## config.mk

```make
export PLATFORM = sky130hd
export DESIGN_NAME = change_dispenser
export DESIGN_NICKNAME = d
export VERILOG_FILES = /design/src/rtl/change_dispenser.sv
export SDC_FILE = /design/constraint.sdc
export NUM_CORES = 1
export LEC_CHECK = 0
export BUFFER_PORTS_ARGS = -buffer_cell sky130_fd_sc_hd__buf_4
export CAP_MARGIN = 30
export CORE_ASPECT_RATIO = 1.25
export CORE_MARGIN = 2
export CORE_UTILIZATION = 57
export CTS_CLUSTER_DIAMETER = 50
export DETAILED_ROUTE_END_ITERATION = 6
export GPL_TIMING_DRIVEN = 0
export PLACE_DENSITY = 0.93
export SYNTH_ARGS = -nofsm -noshare
export SYNTH_HDL_FRONTEND = slang
export SYNTH_SLANG_ARGS = --single-unit
export TNS_END_PERCENT = 1
```

## constraint.sdc

```tcl
create_clock -name clk -period 2.6 [get_ports clk]
set_input_delay 0.39 -clock clk [delete_from_list [all_inputs] [get_ports clk]]
set_output_delay 0.39 -clock clk [all_outputs]
set_load 0.05 [all_outputs]
```

## src/rtl/change_dispenser.sv

```systemverilog
// rtl/change_dispenser.sv - greedy 1/2/5 zl coin payout controller with inventory tracking
`timescale 1ns/1ps
module change_dispenser #(
  parameter int AMT_W     = 8,
  parameter int CNT_W     = 6,
  parameter int INIT_CNT  = 20,
  parameter int PULSE_LEN = 4,
  parameter int TIMEOUT   = 1000
) (
  input  logic             clk,
  input  logic             reset,
  input  logic             req_valid,
  input  logic [AMT_W-1:0] req_amount,
  output logic             req_ready,
  output logic [2:0]       eject,
  input  logic             coin_sensed,
  input  logic             refill,
  input  logic [2:0]       refill_sel,
  input  logic             clear,
  output logic             busy,
  output logic             done,
  output logic             error,
  output logic [1:0]       err_code,
  output logic [AMT_W-1:0] remaining,
  output logic [AMT_W-1:0] dispensed_total,
  output logic [CNT_W-1:0] inv1,
  output logic [CNT_W-1:0] inv2,
  output logic [CNT_W-1:0] inv5
);

  localparam int TMR_MAX = (TIMEOUT > PULSE_LEN) ? TIMEOUT : PULSE_LEN;
  localparam int TMR_W   = $clog2(TMR_MAX + 1);
  localparam logic [TMR_W-1:0] PULSE_LAST   = TMR_W'(PULSE_LEN - 1);
  localparam logic [TMR_W-1:0] TIMEOUT_LAST = TMR_W'(TIMEOUT - 1);
  localparam logic [CNT_W-1:0] CNT_MAX      = '1;
  localparam logic [CNT_W-1:0] CNT_INIT     = CNT_W'(INIT_CNT);
  localparam logic [AMT_W-1:0] VAL1         = AMT_W'(1);
  localparam logic [AMT_W-1:0] VAL2         = AMT_W'(2);
  localparam logic [AMT_W-1:0] VAL5         = AMT_W'(5);

  typedef enum logic [2:0] {
    S_IDLE, S_SELECT, S_EJECT, S_WAIT_SENSE, S_DONE, S_FAULT
  } state_t;

  state_t           state_q, state_d;
  logic [AMT_W-1:0] remaining_q, remaining_d;
  logic [AMT_W-1:0] total_q, total_d;
  logic [CNT_W-1:0] inv1_q, inv1_d, inv2_q, inv2_d, inv5_q, inv5_d;
  logic [2:0]       sel_q, sel_d;
  logic [TMR_W-1:0] timer_q, timer_d;
  logic [1:0]       err_q, err_d;
  logic [AMT_W-1:0] sel_val;

  always_comb begin
    sel_val = VAL1;
    if (sel_q[2])      sel_val = VAL5;
    else if (sel_q[1]) sel_val = VAL2;
  end

  always_comb begin
    state_d     = state_q;
    remaining_d = remaining_q;
    total_d     = total_q;
    inv1_d      = inv1_q;
    inv2_d      = inv2_q;
    inv5_d      = inv5_q;
    sel_d       = sel_q;
    timer_d     = timer_q;
    err_d       = err_q;
    case (state_q)
      S_IDLE: begin
        // Malformed (non-one-hot) refill selects fall through and are dropped.
        if (refill) begin
          case (refill_sel)
            3'b001:  if (inv1_q != CNT_MAX) inv1_d = inv1_q + 1'b1;
            3'b010:  if (inv2_q != CNT_MAX) inv2_d = inv2_q + 1'b1;
            3'b100:  if (inv5_q != CNT_MAX) inv5_d = inv5_q + 1'b1;
            default: ;
          endcase
        end
        if (req_valid) begin
          remaining_d = req_amount;
          total_d     = '0;
          state_d     = S_SELECT;
        end
      end
      S_SELECT: begin
        timer_d = '0;
        if (remaining_q == '0) begin
          state_d = S_DONE;
        end else if (remaining_q >= VAL5 && inv5_q != '0) begin
          sel_d   = 3'b100;
          state_d = S_EJECT;
        end else if (remaining_q >= VAL2 && inv2_q != '0) begin
          sel_d   = 3'b010;
          state_d = S_EJECT;
        end else if (inv1_q != '0) begin
          sel_d   = 3'b001;
          state_d = S_EJECT;
        end else begin
          err_d   = 2'b01;
          state_d = S_FAULT;
        end
      end
      S_EJECT: begin
        if (timer_q == PULSE_LAST) begin
          timer_d = '0;
          state_d = S_WAIT_SENSE;
        end else begin
          timer_d = timer_q + 1'b1;
        end
      end
      S_WAIT_SENSE: begin
        // A sense arriving on the final timeout cycle still counts as a paid coin.
        if (coin_sensed) begin
          remaining_d = remaining_q - sel_val;
          total_d     = total_q + sel_val;
          if (sel_q[2] && inv5_q != '0)      inv5_d = inv5_q - 1'b1;
          else if (sel_q[1] && inv2_q != '0) inv2_d = inv2_q - 1'b1;
          else if (sel_q[0] && inv1_q != '0) inv1_d = inv1_q - 1'b1;
          state_d = S_SELECT;
        end else if (timer_q == TIMEOUT_LAST) begin
          err_d   = 2'b10;
          state_d = S_FAULT;
        end else begin
          timer_d = timer_q + 1'b1;
        end
      end
      S_DONE: state_d = S_IDLE;
      S_FAULT: begin
        if (clear) begin
          err_d   = 2'b00;
          state_d = S_IDLE;
        end
      end
      default: state_d = S_IDLE;
    endcase
  end

  always_ff @(posedge clk or posedge reset) begin
    if (reset) begin
      state_q     <= S_IDLE;
      remaining_q <= '0;
      total_q     <= '0;
      inv1_q      <= CNT_INIT;
      inv2_q      <= CNT_INIT;
      inv5_q      <= CNT_INIT;
      sel_q       <= 3'b001;
      timer_q     <= '0;
      err_q       <= 2'b00;
    end else begin
      state_q     <= state_d;
      remaining_q <= remaining_d;
      total_q     <= total_d;
      inv1_q      <= inv1_d;
      inv2_q      <= inv2_d;
      inv5_q      <= inv5_d;
      sel_q       <= sel_d;
      timer_q     <= timer_d;
      err_q       <= err_d;
    end
  end

  assign req_ready       = (state_q == S_IDLE);
  assign busy            = (state_q != S_IDLE);
  assign done            = (state_q == S_DONE);
  assign error           = (state_q == S_FAULT);
  assign eject           = (state_q == S_EJECT) ? sel_q : 3'b000;
  assign err_code        = err_q;
  assign remaining       = remaining_q;
  assign dispensed_total = total_q;
  assign inv1            = inv1_q;
  assign inv2            = inv2_q;
  assign inv5            = inv5_q;

endmodule

```

==> Implementation_results.wiki, run 1 <==
{| class="wikitable"
! Metric !! Value
|-
| Result of the run || complete, no violations
|-
| Effective utilization at floorplan || 59.1%
|-
| Antenna-violating nets left || 0
|-
| Via count of the first global-routing pass || a little over 3,000
|-
| Type of the tightest min-delay check || in -> async
|-
| Area contributors post-synth || sky130_fd_sc_hd__dfrtp_1 (33%), sky130_fd_sc_hd__ha_1 (7.0%), sky130_fd_sc_hd__dfstp_2 (5.4%)
|-
| Number of antenna violations at the first check in global routing || 0
|-
| Final standard cell utilization of the core || a little over 70%
|-
| Number of maximum-capacitance constraint violations || 0
|-
| Fin nets || between 400 and 500
|-
| H-tree level count || 2
|-
| Time the worst path needs with I/O delays and setup || 2.38 ns
|-
| Number of antenna diodes || 0
|-
| Netlist area before placement || between 3000 and 4000 sq um
|-
| Post-route cell area || roughly 4000 sq um
|-
| Hold violation total from the final report || 0
|-
| Fraction of layout instances using a drive strength above 1 || between 20% and 30%
|-
| Number of DRC violations after detailed-routing iteration 0 || 271
|-
| Slew at the pin closest to its max-slew limit || 0.646 ns
|-
| Post-synthesis net count || ~420
|-
| Critical path launch point || state_q[1]
|-
| Clock buffer count from CTS || 5
|-
| Category of the worst setup path launch point || register
|-
| Total die area || ~6600 sq um
|-
| Routed wire per std cell || 16.1 microns
|-
| Final routed wirelength across all metal layers || ~8.3 mm
|-
| Most used DFF post-synth || sky130_fd_sc_hd__dfrtp_1
|-
| Area fraction of the dominant cell type after synthesis || about a third
|-
| Site Rows || 31
|-
| Syn-to-layout area delta || 19.7%
|-
| Cell count after synthesis || between 300 and 400
|-
| Worst Setup End Kind || register
|-
| Total number of vias || between 3,000 and 4,000
|-
| Sink count of the clock tree || 52
|-
| Asr flop ratio synth || 100%
|-
| Cell area after placement || around 4000 sq um
|-
| Peak fanout along the critical path || 10
|-
| DRC violations left || 0
|-
| Largest net degree at the start of global routing || 33
|-
| Setup violations, final || 0
|-
| Max Transition Viols Final || 0
|-
| Detailed placer's ending HPWL || between 6 and 7 mm
|-
| Tcrit/Tclk final || between 90% and 100%
|-
| I/O pin total || 60
|-
| Gp weighted congestion || 0.943
|-
| CTS tree || yes
|-
| Max Fclk || ~0.42 GHz
|-
| Later-pin clock latency in the skew report || 0.31 ns
|-
| Mean cell area of the mapped netlist || between 8 and 9 sq um
|-
| Sum of negative setup slack || 0 ns
|-
| Global route overflow || 0
|-
| GRT Util Overall || roughly a quarter
|-
| Hold buffer count at cts || 0
|-
| Number of detailed-routing iterations run before antenna repair || 5
|-
| Root Buffer Master || sky130_fd_sc_hd__clkbuf_8
|-
| Clock Path Buffers || 2
|-
| Required time at the endpoint of the critical path || approximately 2.8 ns
|-
| Floorplan die height || between 90 and 100 microns
|-
| Flip-flop and latch count after synthesis || 52
|-
| Distinct cells, synth || between 50 and 60
|-
| Core area || between 5000 and 6000 sq um
|-
| Max transition margin || a little under three fifths
|-
| Unrepaired setup endpoints after global routing || false
|-
| Count of input and output buffers || a little under 60
|-
| Via density || approximately 6
|-
| Number of warning messages in the yosys log || 0
|-
| First-pass GRT wire length || approximately 14 mm
|-
| Cell taking the most area after synthesis || sky130_fd_sc_hd__dfrtp_1
|-
| Width of the chip || ~73 microns
|-
| Clock Skews || 0.0130 ns
|-
| Number of enable-type register cells in the synthesized netlist || 0
|-
| Classification of the worst setup path || reg -> reg
|-
| Part of the Yosys area used for sequential elements || 38.3%
|-
| Hold WS || 0.0822 ns
|-
| Data arrival time of the critical path || about 2.6 ns
|-
| Startpoint of the worst register-to-register path || state_q[1]
|-
| Clock transition at path regs || 0.10 ns
|}
[cell usage in the layout (no fill, tap or decap), types with 12 or more instances in the layout]
master / instances
sky130_fd_sc_hd__a21oi_1: 31
sky130_fd_sc_hd__buf_4: 59
sky130_fd_sc_hd__dfrtp_1: 45
sky130_fd_sc_hd__ha_1: 19
sky130_fd_sc_hd__inv_1: 23
sky130_fd_sc_hd__nand2_1: 37
sky130_fd_sc_hd__nand3_1: 12
sky130_fd_sc_hd__nor2_1: 30
sky130_fd_sc_hd__nor2b_1: 12
sky130_fd_sc_hd__nor3_1: 12
sky130_fd_sc_hd__o21ai_0: 27
sky130_fd_sc_hd__xnor2_1: 12
sky130_fd_sc_hd__xor2_1: 15
[final cells by class]
class | count | area, sq um
multi-input cells | 292 | 1960
fillers | 425 | 1690
flip-flops and latches | 52 | 1310
repair buffers | 60 | 463
inverters | 25 | 98.8
well taps | 66 | 82.6
clock buffers | 5 | 68.8
plain buffers | 11 | 58.8
clock inverters | 3 | 46.3
[per-layer routing]
metal | part of all wire (%) | global-route usage, % | up-vias
met5 | 0 | 0 | -
met4 | 2.0 | 9.57 | 0
met3 | 5.0 | 3.24 | 16
met2 | 51 | 42.8 | 115
met1 | 42 | 33.4 | 1497
li1 | - | - | 1491
[critical path, stage by stage, from the launching register on]
cell,delay [ns]
sky130_fd_sc_hd__dfrtp_1,0.38
sky130_fd_sc_hd__clkbuf_1,0.21
sky130_fd_sc_hd__or3b_1,0.43
sky130_fd_sc_hd__a21oi_1,0.55
sky130_fd_sc_hd__nand3_1,0.23
sky130_fd_sc_hd__or2_1,0.28
sky130_fd_sc_hd__xor2_1,0.14
sky130_fd_sc_hd__nor2_1,0.05
[path summary, 6_finish.rpt]
check / to / slack [ns] / cells after the start
worst max-delay path: dispensed_total[6] / 0.22 / 7
worst min-delay path: timer_q[4] / 0.08 / 2
worst max register to register: dispensed_total[6] / 0.22 / 7
worst min register to register: inv1[2] / 0.53 / 2
max in group asynchronous: inv1[4] / 1.91 / 3
min in group clk: state_q[2] / 0.32 / 2
[cells by family (layout without fill, tap and decap cells)]
kind of cell,after synthesis,count (layout),synth area share [%]
AO/OA/AOI/OAI,101,101,18.8
XOR/XNOR,27,27,6.92
adder cells (fa/ha/maj),24,24,9.88
buffers and inverters,36,104,4.43
flip-flops,52,52,38.3
multiplexers,7,7,2.49
AND/OR/NAND/NOR,133,133,19.1
[repair_timing]
item,CTS,global route
resized for setup,0,8
setup endpoints to repair,0,5
buffers inserted,0,0
[cell usage after synthesis (2+ instances only)]
cell	number
sky130_fd_sc_hd__o21ai_0	27
sky130_fd_sc_hd__or4_4	2
sky130_fd_sc_hd__a22oi_1	2
sky130_fd_sc_hd__a21oi_1	31
sky130_fd_sc_hd__or3_1	7
sky130_fd_sc_hd__o22ai_1	2
sky130_fd_sc_hd__nand4_1	6
sky130_fd_sc_hd__xnor2_1	12
sky130_fd_sc_hd__nor2_1	30
sky130_fd_sc_hd__inv_1	24
sky130_fd_sc_hd__clkbuf_1	8
sky130_fd_sc_hd__nand2_1	38
sky130_fd_sc_hd__and4_1	2
sky130_fd_sc_hd__a31oi_1	5
sky130_fd_sc_hd__xor2_1	15
sky130_fd_sc_hd__ha_1	19
sky130_fd_sc_hd__mux2_2	4
sky130_fd_sc_hd__dfrtp_1	45
sky130_fd_sc_hd__buf_6	2
sky130_fd_sc_hd__a211oi_1	3
sky130_fd_sc_hd__a31o_2	3
sky130_fd_sc_hd__nand3_1	12
sky130_fd_sc_hd__fa_1	5
sky130_fd_sc_hd__nor4_1	3
sky130_fd_sc_hd__o31ai_1	7
sky130_fd_sc_hd__and3_1	2
sky130_fd_sc_hd__a21o_1	5
sky130_fd_sc_hd__nor2b_1	12
sky130_fd_sc_hd__dfstp_2	7
sky130_fd_sc_hd__o211ai_1	4
sky130_fd_sc_hd__mux2_4	2
sky130_fd_sc_hd__nor3_1	13
[per-stage QoR]
step | instances | setup WS (ns)
floorplan | 380 | 0.0219
global placement | 505 | 0.176
detailed placement | 506 | 0.0517
CTS | 514 | 0.0370
global route | 514 | 0.0581
finish | 514 | 0.215
[registers in the layout, indices dropped and copies added, names as in the netlist]
signal and cells:
state_q 3, inv2 6, inv1 6, timer_q 10
dispensed_total 8, remaining 8, inv5 6, err_code 2
sel_q 3
Power of run 1 is not shown: default switching activity piles up to over one toggle a cycle in this logic, so the estimate is an artifact.
==> run 2, diff against run 1 <==
--- a/config.mk
+++ b/config.mk
@@ -9,11 +9,11 @@
 export CAP_MARGIN = 30
 export CORE_ASPECT_RATIO = 1.25
 export CORE_MARGIN = 2
-export CORE_UTILIZATION = 57
+export CORE_UTILIZATION = 60
 export CTS_CLUSTER_DIAMETER = 50
 export DETAILED_ROUTE_END_ITERATION = 6
 export GPL_TIMING_DRIVEN = 0
-export PLACE_DENSITY = 0.93
+export PLACE_DENSITY = 0.95
 export SYNTH_ARGS = -nofsm -noshare
 export SYNTH_HDL_FRONTEND = slang
 export SYNTH_SLANG_ARGS = --single-unit
==> constraint.sdc (replaced) <==
create_clock -name clk -period 2.84 [get_ports clk]
set_input_delay 0.426 -clock clk [delete_from_list [all_inputs] [get_ports clk]]
set_output_delay 0.426 -clock clk [all_outputs]
set_load 0.05 [all_outputs]
==> Implementation_results.wiki, run 2 (same netlist as run 1, synthesis figures left out) <==
{| class="wikitable"
! Metric !! Value
|-
| Worst Setup End Kind || register
|-
| Width of the chip || 71.5 microns (-2.4%)
|-
| Max Transition Viols Final || 0 (unchanged)
|-
| Via density || 6.13 (+1.0%)
|-
| Number of cells traversed by the worst register-to-register path || 10 (+3)
|-
| Number of buffers inserted to repair setup after CTS || 0 (unchanged)
|-
| Reg2Reg Setup Slack || 0.28 ns (+0.07 ns)
|-
| Peak fanout along the critical path || 21 (+11)
|-
| Global route overflow || 0 (unchanged)
|-
| Startpoint of the worst register-to-register path || state_q[2]
|-
| Count of input and output buffers || 59 (unchanged)
|-
| Number of detailed-routing iterations run before antenna repair || 5 (unchanged)
|-
| Max Fclk || 0.391 GHz (-6.8%)
|-
| FILL cells || 376 (-12%)
|-
| Flip-flop count of the largest register, all copies and words added || 10 (unchanged)
|-
| Number of antenna diodes || 0 (unchanged)
|-
| Root Buffer Master || sky130_fd_sc_hd__clkbuf_8
|-
| Number of antenna violations at the first check in global routing || 0 (unchanged)
|-
| Topmost layer with routed signal wires || met4
|-
| M1 WL || 3.30 mm (-5.1%)
|-
| Number of maximum-capacitance constraint violations || 0 (unchanged)
|-
| Type of the tightest min-delay check || in -> async
|-
| Result of the run || complete, no violations
|-
| Site Rows || 30 (-3.2%)
|-
| Gp weighted congestion || 0.864 (-8.4%)
|-
| Via count of the first global-routing pass || 3,114 (+1.1%)
|-
| CTS tree || yes
|-
| Required time at the endpoint of the critical path || 3.03 ns (+0.22 ns)
|-
| Number of DRC violations after detailed-routing iteration 0 || 273 (+0.74%)
|-
| Final routed wirelength across all metal layers || 8.16 mm (-1.4%)
|-
| Total number of vias || 3,138 (+0.61%)
|-
| Sink count of the clock tree || 52 (unchanged)
|-
| Hold violation total from the final report || 0 (unchanged)
|-
| Time the worst path needs with I/O delays and setup || 2.56 ns (+0.175 ns)
|-
| Max transition margin || 53.1% (-3.9 points)
|-
| Commonest non-fill, non-tap cells in the layout || sky130_fd_sc_hd__buf_4 (59), sky130_fd_sc_hd__dfrtp_1 (45), sky130_fd_sc_hd__nand2_1 (38)
|-
| Antenna-violating nets left || 0 (unchanged)
|-
| I/O pin total || 60 (unchanged)
|-
| GRT Util Overall || 27.1% (+1.4 points)
|-
| First-pass GRT wire length || 13.7 mm (-0.69%)
|-
| Effective utilization at floorplan || 62.4% (+3.2 points)
|-
| Clock buffer count from CTS || 5 (unchanged)
|-
| Detailed route wirelength on metal3 || 502 microns (+21%)
|-
| Commonest non-fill, non-tap cell in the layout || sky130_fd_sc_hd__buf_4
|-
| Unrepaired setup endpoints after global routing || false
|-
| Classification of the worst setup path || reg -> reg
|-
| DRC violations left || 0 (unchanged)
|-
| Clock Skews || 0.00852 ns (-0.00445 ns)
|-
| Fin nets || 488 (unchanged)
|-
| Largest register by flop count || timer_q
|-
| Tcrit/Tclk final || 90.1% (-1.6 points)
|-
| Endpoint of the worst-slack reg-to-reg timing path || inv2[5]
|-
| Combined area of the multi-input logic cells || 1960 sq um (-0.38%)
|-
| Routed wire per std cell || 15.9 microns (-0.99%)
|-
| Footprint of the flip-flops and latches || 1310 sq um (unchanged)
|-
| Clock Path Buffers || 2 (unchanged)
|-
| Fraction of layout instances using a drive strength above 1 || 21.7% (-0.67 points)
|-
| Setup violations, final || 0 (unchanged)
|-
| Largest net degree at the start of global routing || 36 (+9.1%)
|-
| Total die area || 6320 sq um (-4.8%)
|-
| H-tree level count || 2 (unchanged)
|-
| Slew at the pin closest to its max-slew limit || 0.704 ns (+0.0581 ns)
|-
| Clock transition at path regs || 0.10 ns (about the same)
|-
| Core area || 5480 sq um (-5.2%)
|-
| Floorplan die height || 88.4 microns (-2.4%)
|-
| Later-pin clock latency in the skew report || 0.31 ns (about the same)
|-
| Detailed placer's ending HPWL || 6.11 mm (-2.6%)
|-
| Wire length on met2 || 4.22 mm (-0.12%)
|-
| Category of the worst setup path launch point || register
|-
| Data arrival time of the critical path || 2.75 ns (+0.16 ns)
|-
| Syn-to-layout area delta || 19.6% (about the same)
|-
| Sum of negative setup slack || 0 ns (unchanged)
|}
[run 2: worst max-delay path, cell delays in order (launching register included)]
cell and delay, ns:
sky130_fd_sc_hd__dfrtp_1 0.44, sky130_fd_sc_hd__nor2b_1 0.26, sky130_fd_sc_hd__nand2_1 0.22, sky130_fd_sc_hd__clkinv_2 0.31
sky130_fd_sc_hd__ha_1 0.30, sky130_fd_sc_hd__a21oi_1 0.22, sky130_fd_sc_hd__o211ai_1 0.16, sky130_fd_sc_hd__a21oi_1 0.20
sky130_fd_sc_hd__xnor2_1 0.13, sky130_fd_sc_hd__nor2_1 0.07, sky130_fd_sc_hd__xor2_1 0.14
[run 2: timing repair]
action / 4_1_cts / 5_1_grt
endpoints found under the setup margin: 0 / 1
hold buffers: 0 / 0
gates resized for setup: 0 / 1
[run 2: per-stage QoR]
| step | hold WS (ns) | std cells | setup WS (ns) | utilization, % | area [sq um] |
|---|---|---|---|---|---|
| after floorplan | 0.496 | 380 | 0.262 | - | 3420 |
| after global placement | 0.498 | 503 | 0.374 | 71.9 | 3940 |
| after detailed placement | 0.447 | 504 | 0.248 | 72.3 | 3960 |
| after CTS | 0.108 | 512 | 0.230 | 74.6 | 4090 |
| after global routing | 0.108 | 512 | 0.0794 | 74.6 | 4090 |
| final | 0.0951 | 512 | 0.280 | 74.6 | 4090 |
[run 2: area by class of cell]
cell class | instances | share of cell area [%]
Buffer | 11 | 1.41
Clock buffer | 7 | 2.36
Clock inverter | 1 | 0.734
Inverter | 25 | 2.33
Multi-Input combinational cell | 292 | 47.9
Sequential cell | 52 | 32.0
Tap cell | 64 | 1.96
Timing Repair Buffer | 60 | 11.3
[run 2: worst max path at each step]
stage,startpoint,slack [ns],end,depth (start not counted)
after global placement,state_q[2],0.37,inv5[5],10
final,state_q[2],0.28,inv2[5],10
after global routing,state_q[2],0.08,inv2[5],10
after CTS,state_q[2],0.23,inv2[5],10
after floorplan,state_q[1],0.26,inv1[4],7
after detailed placement,state_q[2],0.25,inv2[5],10
[run 2: routing by layer]
| metal | global-route usage, % | vias to the layer above |
|---|---|---|
| li1 | - | 1481 |
| met1 | 34.2 | 1513 |
| met2 | 46.7 | 129 |
| met3 | 4.21 | 15 |
| met4 | 10.6 | 0 |
| met5 | 0 | - |
Power of run 2 is left out for the same reason.
